## src/rtl/nn_host_pkg.sv

```systemverilog
// nn_host_pkg: address map, word constants and FSM state codes shared by the nn_host_seq files.
package nn_host_pkg;
  localparam int WIDTH      = 32;
  localparam int LENGHT_I   = 32;
  localparam int LENGHT_MID = 8;
  localparam int LENGHT_O   = 2;
  localparam int NW         = LENGHT_I*LENGHT_MID + LENGHT_MID*LENGHT_O;
  localparam int IB         = NW + 1;
  localparam int OB         = IB + LENGHT_I + 1;
  localparam int WIDTH_ADDR = $clog2(NW + LENGHT_I + LENGHT_O + 3);
  localparam int KW         = (LENGHT_O > 1) ? $clog2(LENGHT_O) : 1;
  typedef logic [WIDTH_ADDR-1:0] addr_t;
  typedef logic [WIDTH-1:0]      word_t;
  typedef logic [3:0]            state_t;
  localparam addr_t W_COMMIT    = addr_t'(NW);
  localparam addr_t I_COMMIT    = addr_t'(IB + LENGHT_I);
  localparam addr_t IB_A        = addr_t'(IB);
  localparam addr_t OB_A        = addr_t'(OB);
  localparam word_t COMMIT_WORD = '1;
  localparam state_t S_IDLE      = 4'd0;
  localparam state_t S_FETCH     = 4'd1;
  localparam state_t S_WRITE     = 4'd2;
  localparam state_t S_COMMIT    = 4'd3;
  localparam state_t S_GAP       = 4'd4;
  localparam state_t S_WAIT_DOWN = 4'd5;
  localparam state_t S_READ      = 4'd6;
  localparam state_t S_CAPTURE   = 4'd7;
  localparam state_t S_DONE      = 4'd8;
endpackage

```

## src/rtl/nn_host_seq_if.sv

```systemverilog
// nn_host_seq_if: source-memory port and manager cpu-side bus of the host sequencer.
// master: host side (drives strobes/address/write data); slave: memory/manager side.
interface nn_host_seq_if;
  import nn_host_pkg::*;
  logic  src_rd;
  addr_t src_addr;
  word_t src_data;
  logic  mgr_write;
  logic  mgr_read;
  addr_t mgr_addr;
  word_t mgr_wdata;
  word_t mgr_rdata;
  logic  mgr_ready;
  logic  mgr_down;
  modport master (
    output src_rd, src_addr, mgr_write, mgr_read, mgr_addr, mgr_wdata,
    input  src_data, mgr_rdata, mgr_ready, mgr_down
  );
  modport slave (
    input  src_rd, src_addr, mgr_write, mgr_read, mgr_addr, mgr_wdata,
    output src_data, mgr_rdata, mgr_ready, mgr_down
  );
endinterface

```

## src/rtl/nn_host_wdog.sv

```systemverilog
// nn_host_wdog: counts consecutive cycles with en high; expired on the LIMIT-th one.
// Ports: clk, reset (async active-low), en (waiting; low clears), expired (combinational).
module nn_host_wdog #(
  parameter int LIMIT = 4096
) (
  input  logic clk,
  input  logic reset,
  input  logic en,
  output logic expired
);
  localparam int CW = $clog2(LIMIT + 1);
  logic [CW-1:0] cnt_q, cnt_d;
  always_comb cnt_d = en ? cnt_q + 1'b1 : '0;
  assign expired = en && (cnt_q == CW'(LIMIT - 1));
  always_ff @(posedge clk or negedge reset)
    if (!reset) cnt_q <= '0;
    else        cnt_q <= cnt_d;
endmodule

```

## src/rtl/nn_host_seq.sv

```systemverilog
// nn_host_seq: streams weights/inputs from source memory into the NN manager, commits, waits mgr_down, reads outputs.
module nn_host_seq
  import nn_host_pkg::*;
#(parameter int TMO_CYC = 4096)
(
  input  logic                           clk,
  input  logic                           reset,
  input  logic                           start,
  input  logic                           skip_w,
  output logic                           busy,
  output logic                           done,
  output logic [LENGHT_O-1:0][WIDTH-1:0] res,
  output logic                           err,
  nn_host_seq_if.master                  bus
);
  state_t  state_q, state_d;
  logic    phase_q, phase_d;
  addr_t   ptr_q, ptr_d, ptr_inc, win_end;
  logic [KW-1:0] k_q, k_d;
  logic    gap_q, gap_d;
  logic    held_q, held_d;
  word_t   wdata_q, wdata_d;
  logic [LENGHT_O-1:0][WIDTH-1:0] res_q, res_d;
  logic    tmo, is_wr, is_rd;
  assign ptr_inc = ptr_q + 1'b1;
  assign win_end = phase_q ? I_COMMIT : W_COMMIT;
  assign is_wr   = (state_q == S_WRITE) || (state_q == S_COMMIT);
  assign is_rd   = state_q == S_FETCH;
  always_comb begin
    state_d = state_q;
    phase_d = phase_q;
    ptr_d   = ptr_q;
    k_d     = k_q;
    gap_d   = gap_q;
    held_d  = held_q;
    wdata_d = wdata_q;
    res_d   = res_q;
    case (state_q)
      S_IDLE: if (start) begin
        phase_d = skip_w;
        ptr_d   = skip_w ? IB_A : '0;
        state_d = S_FETCH;
      end
      S_FETCH: begin
        held_d  = 1'b0;
        state_d = S_WRITE;
      end
      S_WRITE: begin
        held_d = 1'b1;
        if (!held_q) wdata_d = bus.src_data;
        if (bus.mgr_ready) begin
          ptr_d   = ptr_inc;
          state_d = (ptr_inc == win_end) ? S_COMMIT : S_FETCH;
        end
      end
      S_COMMIT: if (bus.mgr_ready) begin
        gap_d   = 1'b0;
        state_d = S_GAP;
      end
      S_GAP: begin
        gap_d = 1'b1;
        if (gap_q) begin
          phase_d = 1'b1;
          ptr_d   = phase_q ? ptr_q : IB_A;
          state_d = phase_q ? S_WAIT_DOWN : S_FETCH;
        end
      end
      S_WAIT_DOWN: if (bus.mgr_down) begin
        k_d     = '0;
        state_d = S_READ;
      end
      S_READ: state_d = S_CAPTURE;
      S_CAPTURE: begin
        res_d[k_q] = bus.mgr_rdata;
        k_d        = (k_q == KW'(LENGHT_O - 1)) ? k_q : k_q + 1'b1;
        state_d    = (k_q == KW'(LENGHT_O - 1)) ? S_DONE : S_READ;
      end
      S_DONE:  state_d = S_IDLE;
      default: state_d = S_IDLE;
    endcase
    if (tmo) state_d = S_IDLE;
  end
  always_ff @(posedge clk or negedge reset)
    if (!reset) begin
      state_q <= S_IDLE;
      phase_q <= 1'b0;
      ptr_q   <= '0;
      k_q     <= '0;
      gap_q   <= 1'b0;
      held_q  <= 1'b0;
      wdata_q <= '0;
      res_q   <= '0;
    end else begin
      state_q <= state_d;
      phase_q <= phase_d;
      ptr_q   <= ptr_d;
      k_q     <= k_d;
      gap_q   <= gap_d;
      held_q  <= held_d;
      wdata_q <= wdata_d;
      res_q   <= res_d;
    end
  assign busy          = state_q != S_IDLE;
  assign done          = state_q == S_DONE;
  assign res           = res_q;
  assign bus.src_rd    = is_rd;
  assign bus.src_addr  = is_rd ? ptr_q : '0;
  assign bus.mgr_write = is_wr;
  assign bus.mgr_read  = state_q == S_READ;
  assign bus.mgr_addr  = is_wr ? ptr_q : (state_q == S_READ) ? OB_A + addr_t'(k_q) : '0;
  assign bus.mgr_wdata = (state_q == S_COMMIT) ? COMMIT_WORD :
                         (state_q == S_WRITE) ? (held_q ? wdata_q : bus.src_data) : '0;
`ifdef HOST_TIMEOUT_EN
  logic err_q, wd_en;
  assign wd_en = ((state_q == S_WAIT_DOWN) && !bus.mgr_down) || (is_wr && !bus.mgr_ready);
  nn_host_wdog #(.LIMIT(TMO_CYC)) u_wdog (
    .clk     (clk),
    .reset   (reset),
    .en      (wd_en),
    .expired (tmo)
  );
  always_ff @(posedge clk or negedge reset)
    if (!reset)                            err_q <= 1'b0;
    else if (tmo)                          err_q <= 1'b1;
    else if ((state_q == S_IDLE) && start) err_q <= 1'b0;
  assign err = err_q;
`else
  assign tmo = 1'b0;
  assign err = 1'b0;
`endif
endmodule

```

## src/flat_wrapper.sv

```systemverilog
// flat-port wrapper written by rule: the top's interface ports become plain ports
module nn_host_seq_flat import nn_host_pkg::*;
#(parameter int TMO_CYC = 4096)
  (clk, reset, start, skip_w, busy, done, res, err, bus_src_rd, bus_src_addr, bus_mgr_write, bus_mgr_read, bus_mgr_addr, bus_mgr_wdata, bus_src_data, bus_mgr_rdata, bus_mgr_ready, bus_mgr_down);
  nn_host_seq_if bus_i ();
  input  logic clk;
  input  logic reset;
  input  logic start;
  input  logic skip_w;
  output logic busy;
  output logic done;
  output logic [LENGHT_O-1:0][WIDTH-1:0] res;
  output logic err;
  output wire logic [$bits(bus_i.src_rd)-1:0] bus_src_rd;
  output wire logic [$bits(bus_i.src_addr)-1:0] bus_src_addr;
  output wire logic [$bits(bus_i.mgr_write)-1:0] bus_mgr_write;
  output wire logic [$bits(bus_i.mgr_read)-1:0] bus_mgr_read;
  output wire logic [$bits(bus_i.mgr_addr)-1:0] bus_mgr_addr;
  output wire logic [$bits(bus_i.mgr_wdata)-1:0] bus_mgr_wdata;
  input wire logic [$bits(bus_i.src_data)-1:0] bus_src_data;
  input wire logic [$bits(bus_i.mgr_rdata)-1:0] bus_mgr_rdata;
  input wire logic [$bits(bus_i.mgr_ready)-1:0] bus_mgr_ready;
  input wire logic [$bits(bus_i.mgr_down)-1:0] bus_mgr_down;
  assign bus_src_rd = bus_i.src_rd;
  assign bus_src_addr = bus_i.src_addr;
  assign bus_mgr_write = bus_i.mgr_write;
  assign bus_mgr_read = bus_i.mgr_read;
  assign bus_mgr_addr = bus_i.mgr_addr;
  assign bus_mgr_wdata = bus_i.mgr_wdata;
  assign bus_i.src_data = bus_src_data;
  assign bus_i.mgr_rdata = bus_mgr_rdata;
  assign bus_i.mgr_ready = bus_mgr_ready;
  assign bus_i.mgr_down = bus_mgr_down;
  nn_host_seq #(.TMO_CYC(TMO_CYC)) u_core (.clk(clk), .reset(reset), .start(start), .skip_w(skip_w), .busy(busy), .done(done), .res(res), .err(err), .bus(bus_i));
endmodule
```

## config.mk

```make
export PLATFORM = sky130hd
export DESIGN_NAME = nn_host_seq_flat
export DESIGN_NICKNAME = d
export VERILOG_FILES = /design/src/rtl/nn_host_pkg.sv /design/src/rtl/nn_host_seq_if.sv /design/src/rtl/nn_host_wdog.sv /design/src/rtl/nn_host_seq.sv /design/src/flat_wrapper.sv
export SDC_FILE = /design/constraint.sdc
export NUM_CORES = 1
export LEC_CHECK = 0
export ABC_AREA = 1
export BUFFER_PORTS_ARGS = -buffer_cell sky130_fd_sc_hd__buf_2
export CORE_UTILIZATION = 53
export CTS_CLUSTER_SIZE = 30
export DETAILED_ROUTE_END_ITERATION = 10
export PLACE_DENSITY = 0.83
export SETUP_SLACK_MARGIN = 0.2
export SLEW_MARGIN = 20
export SYNTH_ARGS = -nofsm -noshare
export SYNTH_HDL_FRONTEND = slang
export SYNTH_SLANG_ARGS = --single-unit
```

## constraint.sdc

```tcl
create_clock -name clk -period 3.8 [get_ports clk]
set_clock_uncertainty 0.15 [all_clocks]
set_input_delay 1.14 -clock clk [delete_from_list [all_inputs] [get_ports clk]]
set_output_delay 1.14 -clock clk [all_outputs]
set_load 0.03 [all_outputs]
```

==> metrics.md, run 1 <==
| Metric | Value |
|---|---|
| Tmin final | `3.38 ns` |
| Standard-cell rows | `35` |
| Port bufs | `188` |
| Routed vias | `4846` |
| P_leak | `3.92 nW` |
| DR DRC count | `0` |
| Worst Setup End Kind | `output pin` |
| DIE HEIGHT | `101 um` |
| Maxcap violations | `0` |
| Die Width | `101 um` |
| Initial core utilization | `55.4%` |
| Critical Path Start | `u_core.held_q$_DFFE_PN0P_` |
| Core area | `0.00937 mm^2` |
| DRT iter0 DRCs | `317` |
| Post-Syn Area | `0.00519 mm^2` |
| Clk buf depth | `2` |
| Drt pass-1 iters | `5` |
| Post-Syn Nets | `733` |
| Gate Count Post-Synth | `662` |
| Hold_ws | `0.327 ns` |
| Vias in the first global route | `4447` |
| Initial antenna violation count | `0` |
| Antenna cells | `0` |
| RSZ-0062 raised after global routing | `no` |
| Total gr overflow | `0` |
| Mean number of vias per cell | `4.90` |
| Largest net degree at the start of global routing | `65` |
| Pre-CTS setup slack | `0.689 ns` |
| GRT Util Overall | `25.6%` |
| Fraction of layout instances using a drive strength above 1 | `28.1%` |
| WL final | `12500 um` |
| Worst VDD drop | `0.652 mV` |
| Dpl hpwl | `8580 um` |
| CP Launch Type | `flip-flop` |
| Layout Nets | `918` |
| CP Max Fanout | `33` |
| CTS Buf Count | `17` |
| Critical path class | `flip-flop to output pin` |
| Min-delay worst type | `flip-flop to flip-flop` |
| Ratio of final minimum period to clock period | `89.0%` |
| Root Driver | `clkbuf_8` |
| CTS HTree Levels | `4` |
| Yosys cell types | `26` |
| Sequential share of the synthesized area | `54.4%` |
| Final Max Slew Viols | `0` |
| # setup viols final | `0` |
| Worst EP arrival | `2.09 ns` |
| Final Hold Vio Count | `0` |
| CTS tree | `done` |
| Worst slew margin | `41.1%` |
| #FFs+latches synth | `113` |
| Power density cells | `1020 mW/mm^2` |
| Worst r2r src | `u_core.state_q[2]$_DFFE_PN0P_` |
| Clk sinks | `113` |
| I/O pins | `190` |
| Worst slew pin tran | `0.883 ns` |
| Mean area per synthesized cell | `7.85 um^2` |
| Clock Pin Slew Worst Setup and Hold Paths | `0.06 ns` |
| Total power after layout | `6.91 mW` |
| Gp weighted congestion | `0.905` |
| Area Growth Syn to Fin | `30.8%` |
| Setup WS post-layout | `0.416 ns` |
| Synth warn | `0` |
| Clock Latency Late Sink | `0.51 ns` |
| Setup_tns | `0 ns` |
| Die ar. | `0.0102 mm^2` |
| Max Fclk | `296 MHz` |
| Hold Startpoint | `u_core.res[7]$_DFFE_PN0P_` |
| First-pass GRT wire length | `20100 um` |
| Post-CTS setup buffer count | `0` |
| Status | `completed` |
| Antenna Nets Post-Route | `0` |
| Worst Path Required | `2.51 ns` |
| FILL cells | `791` |
| Wire per inst | `12.7 um` |
final cells by class:
type / instances / area, um^2 / share of cell area [%]
inverters: 103 / 394 / 5.80
well taps: 129 / 161 / 2.38
multi-input cells: 415 / 1830 / 26.9
flip-flops and latches: 113 / 2830 / 41.6
repair buffers: 197 / 1020 / 15.1
clock buffers: 21 / 449 / 6.61
clock inverters: 10 / 111 / 1.64
worst max-delay path, stage by stage, from the launching register on:
cell	delay [ns]
dfrtp_1	0.36
inv_2	0.38
buf_4	0.31
nand2_1	0.08
o21ai_0	0.07
nand2_1	0.09
nand2_1	0.09
buf_2	0.20
stage by stage:
step / util (%) / instances / cell area, um^2
final: 72.5 / 988 / 6790
after global routing: 72.5 / 988 / 6790
after CTS: 72.5 / 988 / 6790
after detailed placement: 66.4 / 957 / 6230
after global placement: 66.4 / 957 / 6230
after floorplan: - / 662 / 5190
synth_stat cells, drive strengths merged:
cell type | instances | area, um^2
a22oi | 3 | 22.5
a32oi | 1 | 8.76
buf | 16 | 93.8
clkbuf | 15 | 58.8
conb | 1 | 3.75
dfrtp | 113 | 2830
ha | 1 | 12.5
inv | 103 | 389
nand2 | 207 | 787
nand3 | 16 | 85.1
nand4 | 1 | 6.26
nor2 | 31 | 121
nor3 | 4 | 20.0
o211ai | 1 | 7.51
o21ai | 145 | 726
o22ai | 4 | 25.0
cell families after synthesis:
group | share of synthesized area [%]
compound gates | 15.2
flops | 54.4
buf+inv | 10.4
other cells | 0.0722
fa+ha+maj | 0.241
simple gates | 19.6
report_power, final:
group / switching [mW] / internal [mW]
Sequential: 0.275 / 1.78
Clock: 0.533 / 0.958
Combinational: 2.45 / 0.912
sequential cells by signal, indices dropped and copies added (netlist names):
name,flops
u_core.res,64
u_core.held_q,1
u_core.ptr_q,9
u_core.k_q,1
u_core.wdata_q,32
u_core.phase_q,1
u_core.state_q,4
u_core.gap_q,1
layout by cell type, fill, tap and decap left out:
cell	instances
nand2_1	203
buf_2	187
o21ai_0	144
dfrtp_1	113
inv_1	95
nor2_1	29
clkbuf_16	16
nand3_1	15
buf_4	9
inv_2	6
nand2_2	4
nor3_1	4
o22ai_1	4
clkinv_2	4
a22oi_1	3
clkbuf_8	3
clkinvlp_4	3
nor2_2	2
clkbuf_1	2
bufinv_16	2
inv_6	1
nand3_2	1
inv_4	1
o21ai_1	1
nand4_1	1
o211ai_1	1
a32oi_1	1
ha_1	1
conb_1	1
clkinv_4	1
buf_12	1
final timing paths:
kind                                                       to  slack (ns)  depth (start not counted)
worst min-delay path                u_core.res[7]$_DFFE_PN0P_        0.33                          2
min in group asynchronous       u_core.wdata_q[4]$_DFFE_PN0P_        0.55                          1
max in group asynchronous          u_core.res[61]$_DFFE_PN0P_        2.25                          2
worst max-delay path                        bus_mgr_wdata[25]        0.42                          7
worst min register to register      u_core.res[7]$_DFFE_PN0P_        0.33                          2
worst max register to register  u_core.state_q[1]$_DFFE_PN0P_        1.80                         12
timing repair:
action                     CTS  global route
setup endpoints to repair   23             8
hold buffers                 0             0
gates resized for setup      1             1
metal layers:
layer	wire (um)	global-route usage (%)
met1	5540	33.4
met2	5760	40.0
met3	1040	8.18
met4	179	9.59
met5	0	0
No activity file was read; power rests on OpenSTA's default activity.
==> run 2: changes to the inputs <==
- CAP_MARGIN: default -> 20
- CORE_UTILIZATION: 53 -> 54
- PLACE_DENSITY: 0.83 -> default
- PLACE_DENSITY_LB_ADDON: default -> 0.1
- SYNTH_HIERARCHICAL: default -> 1
==> run 2 against run 1 <==
Against the previous run: global-route usage rose by 1.5 points; clock-buffer cell count down 1; routed wire length is 3.9% higher; largest power group unchanged; sequential share of layout area is 0.69 points lower; final cell count rose by 0.20%; clock power increased by 6%; core utilization rose by 1.9 points; power grew 2.7%.
==> metrics.md, run 2 <==
| Metric | Value |
|---|---|
| Clock Latency Late Sink | `0.49 ns (-0.02 ns)` |
| Post-Syn Area | `0.00522 mm^2 (+0.46%)` |
| Worst Setup End Kind | `output pin` |
| Gp weighted congestion | `0.941 (+3.9%)` |
| Post-Syn Nets | `731 (-0.27%)` |
| First-pass GRT wire length | `21300 um (+5.8%)` |
| P_leak | `3.94 nW (+0.50%)` |
| Area Growth Syn to Fin | `32.3%` |
| CP Launch Type | `flip-flop` |
| Worst path cell trace | `nor2_1 -> nand2_2 -> nor2_4 -> buf_12 -> nand2_1 -> nand2_1 -> buf_2` |
| Clk sinks | `113 (unchanged)` |
| WL final | `13000 um (+3.9%)` |
| Commonest non-fill, non-tap cell in the layout | `nand2_1` |
| Final Hold Vio Count | `0 (unchanged)` |
| Worst slew pin tran | `1.02 ns (+0.136 ns)` |
| Most common cell in the netlist | `nand2_1` |
| CP top delay family | `simple AND/OR/NAND/NOR gates` |
| Root Driver | `clkbuf_8` |
| Commonest non-fill, non-tap cells in the layout | `201 x nand2_1, 187 x buf_2, 113 x dfrtp_1` |
| Most frequent cells after synthesis | `202 x nand2_1, 113 x dfrtp_1, 90 x inv_1` |
| Sw frac | `46.7% (-0.52 points)` |
| Post-synth top area cell | `dfrtp_1` |
| CP Max Fanout | `28 (-15%)` |
| Largest family of logic cells by synthesized area | `simple AND/OR/NAND/NOR gates` |
| Synth warn | `6 (+6)` |
| DRT iter0 DRCs | `239 (-25%)` |
| Simple-gate share of the synthesized area | `20.0% (+0.39 points)` |
| Initial antenna violation count | `1 (+1)` |
| RSZ-0062 raised after global routing | `no` |
| Initial core utilization | `56.2% (+0.78 points)` |
| Power density cells | `1030 mW/mm^2 (+1.0%)` |
| Async SR Flop Fraction | `100% (unchanged)` |
| Worst VDD drop | `0.598 mV (-8.3%)` |
| Mean number of vias per cell | `5.03 (+2.6%)` |
| Maxcap violations | `0 (unchanged)` |
| Vias in the first global route | `4653 (+4.6%)` |
| Fraction of layout instances using a drive strength above 1 | `29.1% (+1.0 points)` |
| Dpl hpwl | `8890 um (+3.6%)` |
| Final Max Slew Viols | `0 (unchanged)` |
| Pre-CTS setup slack | `0.705 ns (+0.0152 ns)` |
| Routed vias | `4982 (+2.8%)` |
| Worst slew margin | `32.0% (-9.1 points)` |
| Die ar. | `0.0101 mm^2 (-1.4%)` |
| Layout Nets | `918 (unchanged)` |
| Sequential share of the synthesized area | `54.2% (-0.25 points)` |
| Top cell type's share of synthesized area | `54.2% (-0.25 points)` |
| Post-synthesis mux area share | `0% (unchanged)` |
| Mean area per synthesized cell | `7.91 um^2 (+0.76%)` |
| Ratio of final minimum period to clock period | `89.8% (+0.79 points)` |
| Drt pass-1 iters | `5 (unchanged)` |
| Setup WS post-layout | `0.386 ns (-0.0299 ns)` |
| Largest net degree at the start of global routing | `65 (unchanged)` |
| DIE HEIGHT | `100 um (-0.69%)` |
| Min-delay worst type | `flip-flop to flip-flop` |
| GRT Util Overall | `27.1% (+1.5 points)` |
| Net load switching power | `3.31 mW (+1.6%)` |
| Wire per inst | `13.1 um (+3.7%)` |
| CTS tree | `done` |
| Max reg flops | `64 (unchanged)` |
| Post-synth EDFFs | `0 (unchanged)` |
| Combinational share of power | `48.8% (about the same)` |
| Core area | `0.00928 mm^2 (-0.93%)` |
| Clock power share | `22.3% (+0.7 points)` |
| Antenna Nets Post-Route | `0 (unchanged)` |
| Adder-Cell Fraction of Synth Area | `0.240% (-0.0011 points)` |
| I/O pins | `190 (unchanged)` |
| Total gr overflow | `0 (unchanged)` |
| CP max stage delay | `0.41 ns (+0.03 ns)` |
| Critical path class | `flip-flop to output pin` |
| Setup_tns | `0 ns (unchanged)` |
| Compound-Gate Fraction of Synth Area | `14.9% (-0.29 points)` |
| Status | `completed` |
| Top FF cell, synth | `dfrtp_1` |
| Flop pwr share | `29.0% (-0.7 points)` |
| CTS Buf Count | `17 (unchanged)` |
| Gate Count Post-Synth | `660 (-0.30%)` |
| Clk buf depth | `2 (unchanged)` |
| DR DRC count | `0 (unchanged)` |
| Critical Path Slowest Stage Cell | `dfrtp_1` |
| Port bufs | `188 (unchanged)` |
| Worst EP arrival | `2.12 ns (+0.03 ns)` |
| Clock Pin Slew Worst Setup and Hold Paths | `0.06 ns (about the same)` |
| Crit-path most repeated cell | `nand2_1` |
| Post-Synth XOR/XNOR Area | `0.168% (+0.17 points)` |
| Synth top area cells | `dfrtp_1 54%, nand2_1 15%, o21ai_1 6.8%` |
| P_int | `3.78 mW (+3.8%)` |
| Standard-cell rows | `35 (unchanged)` |
| Max Fclk | `293 MHz (-0.88%)` |
| #FFs+latches synth | `113 (unchanged)` |
| Total power after layout | `7.10 mW (+2.7%)` |
| Yosys cell types | `29 (+12%)` |
| # setup viols final | `0 (unchanged)` |
| Worst Path Required | `2.51 ns (about the same)` |
| Die Width | `100 um (-0.69%)` |
| Tmin final | `3.41 ns (+0.0299 ns)` |
| CTS HTree Levels | `4 (unchanged)` |
| WP buf/inv | `2 (-1)` |
==> run 2: cell types whose count changed after synthesis, sizes merged, moves of 2 or more <==
cell / delta
inv: -7
buf: +5
o21ai: -5
nand2: -3
nor2: +3
clkbuf: -2
nand4: +2
==> run 2: power by group through the flow <==
stage / Sequential, mW / Clock (mW) / Combinational, mW
floorplan: 2.69 / 0 / 1.75
global placement: 2.03 / 0 / 3.31
detailed placement: 2.05 / 0 / 3.39
CTS: 2.05 / 1.61 / 3.43
global route: 2.12 / 1.66 / 3.76
finish: 2.06 / 1.58 / 3.46
==> run 2: final timing paths <==
path | startpoint | endpoint | slack (ns) | cells after the start
max | u_core/state_q[2]$_DFFE_PN0P_ | bus_mgr_wdata[18] | 0.39 | 7
min | u_core/gap_q$_DFFE_PN0P_ | u_core/gap_q$_DFFE_PN0P_ | 0.33 | 2
max reg2reg | u_core/state_q[2]$_DFFE_PN0P_ | u_core/ptr_q[8]$_DFFE_PN0P_ | 1.47 | 10
min reg2reg | u_core/gap_q$_DFFE_PN0P_ | u_core/gap_q$_DFFE_PN0P_ | 0.33 | 2
max in group asynchronous | reset | u_core/wdata_q[18]$_DFFE_PN0P_ | 2.28 | 2
min in group asynchronous | reset | u_core/ptr_q[7]$_DFFE_PN0P_ | 0.47 | 1
==> run 2: through the flow <==
| step | instance area, um^2 | std cells | hold slack (ns) | util, % |
|---|---|---|---|---|
| global route | 6900 | 989 | 0.355 | 74.4 |
| detailed placement | 6240 | 950 | 0.309 | 67.2 |
| floorplan | 5220 | 660 | 0.283 | - |
| finish | 6910 | 990 | 0.329 | 74.4 |
| global placement | 6240 | 950 | 0.309 | 67.2 |
| CTS | 6870 | 985 | 0.324 | 74.0 |
==> run 2: repair_timing <==
item,4_1_cts,5_1_grt
endpoints found under the setup margin,2,39
gates resized for setup,3,2
hold buffers,0,0
pin swaps,0,1
setup buffers,2,4
cloned,1,0
==> run 2: tightest hold or removal path, cell delays in order, from the launching register on <==
cell	delay, ns
dfrtp_1	0.35
nand2_1	0.05
nand2_1	0.04
==> run 2: cells by family after synthesis <==
logic type      after synthesis
simple gates                262
compound gates              151
buf+inv                     131
flops                       113
xor+xnor                      1
fa+ha+maj                     1
other cells                   1
==> run 2: area by class of cell <==
class | instances | area, um^2
multi-input combinational | 416 | 1860
clock inverter | 12 | 158
sequential | 113 | 2830
antenna | 1 | 2.50
timing repair inverter | 1 | 7.51
inverter | 97 | 368
timing repair buffer | 201 | 1080
tap | 129 | 161
fill | 757 | 2380
clock buffer | 20 | 445
==> run 2: metal layers <==
| metal | up-vias | share of wire, % | GRT usage [%] |
|---|---|---|---|
| li1 | 2451 | - | - |
| met1 | 2299 | 41 | 33.7 |
| met2 | 208 | 50 | 45.4 |
| met3 | 24 | 7.9 | 6.96 |
| met4 | 0 | 1.6 | 10.7 |
| met5 | - | 0 | 0 |
